[src/rtl/timer_counter_pkg.sv]
// Shared definitions for the timer_counter block: register word indices,
// CTRL bit positions, MODE encodings and FSM state encodings.
package timer_counter_pkg;

    localparam logic [1:0] REG_CTRL   = 2'd0;
    localparam logic [1:0] REG_PRESET = 2'd1;
    localparam logic [1:0] REG_COUNT  = 2'd2;

    localparam int CTRL_EN      = 0;
    localparam int CTRL_MODE_LO = 1;
    localparam int CTRL_MODE_HI = 2;
    localparam int CTRL_IM      = 3;

    localparam logic [1:0] MODE_ONESHOT = 2'b00;
    localparam logic [1:0] MODE_AUTO    = 2'b01;

    localparam logic [1:0] ST_IDLE = 2'd0;
    localparam logic [1:0] ST_LOAD = 2'd1;
    localparam logic [1:0] ST_CNT  = 2'd2;
    localparam logic [1:0] ST_INT  = 2'd3;

    typedef struct packed {
        logic       im;
        logic [1:0] mode;
        logic       en;
    } ctrl_t;

endpackage

[src/rtl/timer_counter_fsm.sv]
// Timer sequencer tc_ctrl_fsm: IDLE/LOAD/CNT/INT state, COUNT down-counter
// and the interrupt flag (sticky for one-shot, single cycle for auto-reload).
module tc_ctrl_fsm
    import timer_counter_pkg::*;
(
    input  logic        clk,
    input  logic        reset,
    input  logic        en,
    input  logic        auto_reload,
    input  logic [31:0] preset,
    input  logic        flag_clr,
    output logic [31:0] count,
    output logic        flag,
    output logic [1:0]  state
);

    logic sticky;

    always_ff @(posedge clk) begin
        if (reset) begin
            state <= ST_IDLE;
            count <= 32'd0;
        end else begin
            case (state)
                ST_IDLE: if (en) state <= ST_LOAD;
                ST_LOAD: begin
                    count <= preset;
                    state <= ST_CNT;
                end
                ST_CNT: begin
                    if (!en) begin
                        state <= ST_IDLE;
                    end else if (count > 32'd1) begin
                        count <= count - 32'd1;
                    end else begin
                        // Covers both the last tick and a zero preset.
                        count <= 32'd0;
                        state <= ST_INT;
                    end
                end
                ST_INT:  state <= auto_reload ? ST_LOAD : ST_IDLE;
                default: state <= ST_IDLE;
            endcase
        end
    end

    // A CTRL write clearing the flag wins over a one-shot expiry on the same edge.
    always_ff @(posedge clk) begin
        if (reset) begin
            sticky <= 1'b0;
        end else if (flag_clr) begin
            sticky <= 1'b0;
        end else if (state == ST_INT && !auto_reload) begin
            sticky <= 1'b1;
        end
    end

    assign flag = sticky | (state == ST_INT);

endmodule

[src/rtl/timer_counter.sv]
// Memory-mapped timer/counter: CTRL/PRESET/COUNT registers around tc_ctrl_fsm.
// Auto-reload mode exists only when TC_AUTO_RELOAD_EN is defined.
module timer_counter
    import timer_counter_pkg::*;
(
    input  logic        clk,
    input  logic        reset,
    input  logic [31:0] addr,
    input  logic        we,
    input  logic [31:0] wdata,
    output logic [31:0] rdata,
    output logic        irq
);

    ctrl_t       ctrl;
    logic [31:0] preset;
    logic [31:0] count;
    logic [1:0]  idx;
    logic [1:0]  fsm_state;
    logic        flag;
    logic        ctrl_wr;
    logic        en_clr;
    logic        auto_reload;
    logic        unused_addr;

    assign idx         = addr[3:2];
    assign unused_addr = ^{addr[31:4], addr[1:0]};
    assign ctrl_wr     = we && (idx == REG_CTRL);

`ifdef TC_AUTO_RELOAD_EN
    assign auto_reload = (ctrl.mode == MODE_AUTO);
`else
    assign auto_reload = 1'b0;
`endif

    assign en_clr = (fsm_state == ST_INT) && !auto_reload;

    // Bus write to CTRL takes priority over the one-shot EN clear.
    always_ff @(posedge clk) begin
        if (reset) begin
            ctrl   <= '0;
            preset <= 32'd0;
        end else begin
            if (ctrl_wr) begin
                ctrl.en   <= wdata[CTRL_EN];
                ctrl.mode <= wdata[CTRL_MODE_HI:CTRL_MODE_LO];
                ctrl.im   <= wdata[CTRL_IM];
            end else if (en_clr) begin
                ctrl.en <= 1'b0;
            end
            if (we && idx == REG_PRESET) preset <= wdata;
        end
    end

    always_comb begin
        rdata = 32'd0;
        case (idx)
            REG_CTRL: begin
                rdata[CTRL_EN]                   = ctrl.en;
                rdata[CTRL_MODE_HI:CTRL_MODE_LO] = ctrl.mode;
                rdata[CTRL_IM]                   = ctrl.im;
            end
            REG_PRESET: rdata = preset;
            REG_COUNT:  rdata = count;
            default:    rdata = 32'd0;
        endcase
    end

    tc_ctrl_fsm u_fsm (
        .clk         (clk),
        .reset       (reset),
        .en          (ctrl.en),
        .auto_reload (auto_reload),
        .preset      (preset),
        .flag_clr    (ctrl_wr),
        .count       (count),
        .flag        (flag),
        .state       (fsm_state)
    );

    assign irq = flag & ctrl.im;

endmodule

[config.mk]
export PLATFORM = sky130hd
export DESIGN_NAME = timer_counter
export DESIGN_NICKNAME = d
export VERILOG_FILES = /design/src/rtl/timer_counter_pkg.sv /design/src/rtl/timer_counter_fsm.sv /design/src/rtl/timer_counter.sv
export SDC_FILE = /design/constraint.sdc
export NUM_CORES = 1
export LEC_CHECK = 0
export BUFFER_PORTS_ARGS = -buffer_cell sky130_fd_sc_hd__buf_4
export CORE_ASPECT_RATIO = 0.75
export CORE_MARGIN = 2
export CORE_UTILIZATION = 54
export CTS_CLUSTER_SIZE = 40
export DETAILED_ROUTE_END_ITERATION = 8
export PLACE_DENSITY = 0.79
export RECOVER_POWER = 100
export REMOVE_ABC_BUFFERS = 1
export SYNTH_ARGS = -nofsm -noshare
export SYNTH_HDL_FRONTEND = slang
export SYNTH_SLANG_ARGS = --single-unit
[constraint.sdc]
create_clock -name clk -period 2.55 [get_ports clk]
set_input_delay 0.255 -clock clk [delete_from_list [all_inputs] [get_ports clk]]
set_output_delay 0.255 -clock clk [all_outputs]
set_load 0.05 [all_outputs]
==> metrics.txt <==
commonest cells in the netlist nand2_1, dfxtp_1, a21oi_1; status completed; fin. max-slew vios 0; # DRC 0; most common cell in the netlist nand2_1; Worst Tran Pin Value 0.7929 ns; WL met2 5746 um; Chip Height 80.74 um; Reg2Reg Setup Slack 0.09 ns; Final Setup Violations 0; Top Layer Used met4; Hold Path Class in -> reg; Vias/cell 6.324; Seq pwr share 0.432; Post-synth EDFFs 0; global-route wire length before repair 21,050 um; clk_skew 0.01159 ns; Worst R2R End u_fsm.count[31]; vias in the first global route 4,165; YS warnings 0; Clock Tree Root clkbuf_8; met3 WL 1190 um; initial core utilization 0.5680; grt total ovfl 0; Place WS 0.1792 ns; worst setup margin 0.09109 ns; H-tree depth 3; switching part of the total 0.2776; clock group share of total power 0.418; Post-DP HPWL 8796 um; Clk Latency, worst-skew pair 0.35 ns; Final ANT Viol Nets 0; max-cap violations 0; Cell Area, Synth 0.004240 mm^2; largest cells by area after synthesis dfxtp_1, nand2_1, a21oi_1; Wirelength per Cell 18.08 um; Routed Wire Length 13,050 um; HP Start wdata[12]; io pins 100; synthesized area per cell 7.572 um^2; routed via count 4,566; Primary FF master, synth dfxtp_1; layout cells sized above 1 0.1787; Final min period 2.459 ns; R2R depth 5; synth unique cells 63; Chip Width 106.3 um; post-synth top area share 0.3352; Area Growth Syn to Fin 16.73%; clock sink count 71; VDD IR max 346.5 uV; P_sw 741.9 uW; CTS Buf Count 9; worst hold endpoint preset[12]; Post CTS Setup Buffer Count 0; GPL Wtd Cong 0.9575; period utilization 0.9643; detailed router's first-iteration violation count 439; internal power 1.931 mW; Final #Nets 689; Resized cells post-CTS 0; largest fanout on the critical path 12; PwrDens 539.9 mW/mm^2; leakage dissipation 1.864 nW; wire length on met1 5875 um; CTS tree yes; n_diodes 0; post-synthesis async set-or-reset flop share 0; antenna violations before repair 0; critical path capture point type flip-flop; clock buffer depth 2; die area 0.008584 mm^2; WHS Path Cells 3; # port buffers 69; Worst setup SP type flip-flop; Reg clk slew, reported paths 0.09 ns; Crit Path Category reg -> reg; Cells after Synth 560; Placement Rows 27; dominant cell type by area after synthesis dfxtp_1; setup TNS 0 ns; Worst Path Required 2.79 ns; R2R Path Start u_fsm.count[13]; Hold Buf Count CTS 0; core area 0.007466 mm^2; synthesis-stage register bit count 71; max frequency 406.7 MHz; Arr. time, crit path 2.69 ns; combinational power share 0.149; GRT Util Overall 0.3063; sequential area share after synthesis 0.3352; RSZ-0062 raised after global routing yes; largest net degree at the start of global routing 35; DR pass1 iterations 6; Final Hold Viols 0; normalized max-slew margin 0.4714
==> per-layer routing <==
metal,vias up,track usage
li1,2173,-
met1,2123,0.4284
met2,245,0.4750
met3,25,0.06100
met4,0,0.1039
met5,-,0
==> worst max path at each step <==
stage / to / slack (ns) / startpoint
4_1_cts: u_fsm.count[30] / 0.16 / u_fsm.count[13]
3_5_place_dp: u_fsm.count[30] / 0.18 / u_fsm.count[13]
2_1_floorplan: u_fsm.count[29] / -0.32 / u_fsm.count[4]
3_3_place_gp: u_fsm.count[30] / 0.23 / u_fsm.count[4]
6_report: u_fsm.count[31] / 0.09 / u_fsm.count[13]
5_1_grt: u_fsm.count[30] / -0.01 / u_fsm.count[13]
==> cell usage in the layout (no fill, tap or decap), types with 3 or more instances in the layout <==
cell       instances
a21oi_1           58
a222oi_1           4
a22oi_1           31
a31oi_1           17
a41oi_1            3
and3_1             5
buf_4             60
bufinv_16          3
clkbuf_1          18
clkbuf_2          21
clkbuf_8           9
dfxtp_1           71
ha_1               6
inv_1              5
mux2i_1            3
nand2_1          101
nand3_1           28
nand3b_1           3
nand4_1           13
nor2_1            28
nor2b_1           32
nor3_1             9
nor4_1            11
o211ai_1           3
o21ai_0            6
o221ai_1           3
o22ai_1            7
o311ai_0           4
or2_2              3
or3_1              3
or4_1              5
==> power groups by stage <==
| stage | sequential [mW] | combinational [mW] | clock, mW |
|---|---|---|---|
| floorplan | 1.17 | 0.219 | 0 |
| global placement | 1.18 | 0.396 | 0 |
| detailed placement | 1.18 | 0.403 | 0 |
| CTS | 1.15 | 0.406 | 1.12 |
| global route | 1.16 | 0.428 | 1.16 |
| finish | 1.16 | 0.399 | 1.12 |
==> stage by stage <==
stage | instance area, um^2 | power [mW] | hold WS [ns] | instances | utilization
finish | 4950 | 2.672 | 0.1469 | 722 | 0.6630
global route | 4950 | 2.747 | 0.1518 | 722 | 0.6630
CTS | 5076 | 2.681 | 0.1464 | 722 | 0.6799
detailed placement | 4832 | 1.584 | 0.4551 | 706 | 0.6472
global placement | 4832 | 1.576 | 0.4471 | 706 | 0.6472
floorplan | 3963 | 1.393 | 0.3241 | 506 | -
==> critical path, stage by stage, from the launching register on <==
cell	delay, ns
dfxtp_1	0.40
nor3_1	0.51
nand4_2	0.46
nor4_4	0.66
o31ai_1	0.17
o2bb2ai_1	0.14
==> layout make-up <==
class,count,area (um^2)
clock buffers,9,123.9
clock inverters,7,120.1
fillers,696,2516
inverters,6,22.52
multi-input cells,429,2512
flip-flops and latches,71,1421
well taps,101,126.4
repair buffers,99,623.1
==> sequential cells by signal, summed over array words and instances (netlist names) <==
signal,cells
u_fsm.state,2
preset,32
u_fsm.count,32
u_fsm.sticky,1
ctrl,4
==> logic make-up (layout without fill, tap and decap cells) <==
family | Yosys count | in the layout | synth area share
xor+xnor | 1 | 1 | 0.002066
mux | 5 | 5 | 0.01239
fa+ha+maj | 6 | 6 | 0.01770
simple gates | 258 | 258 | 0.3125
compound gates | 159 | 159 | 0.2493
buf+inv | 60 | 121 | 0.07081
flops | 71 | 71 | 0.3352
(Power assumes the default switching activity.)
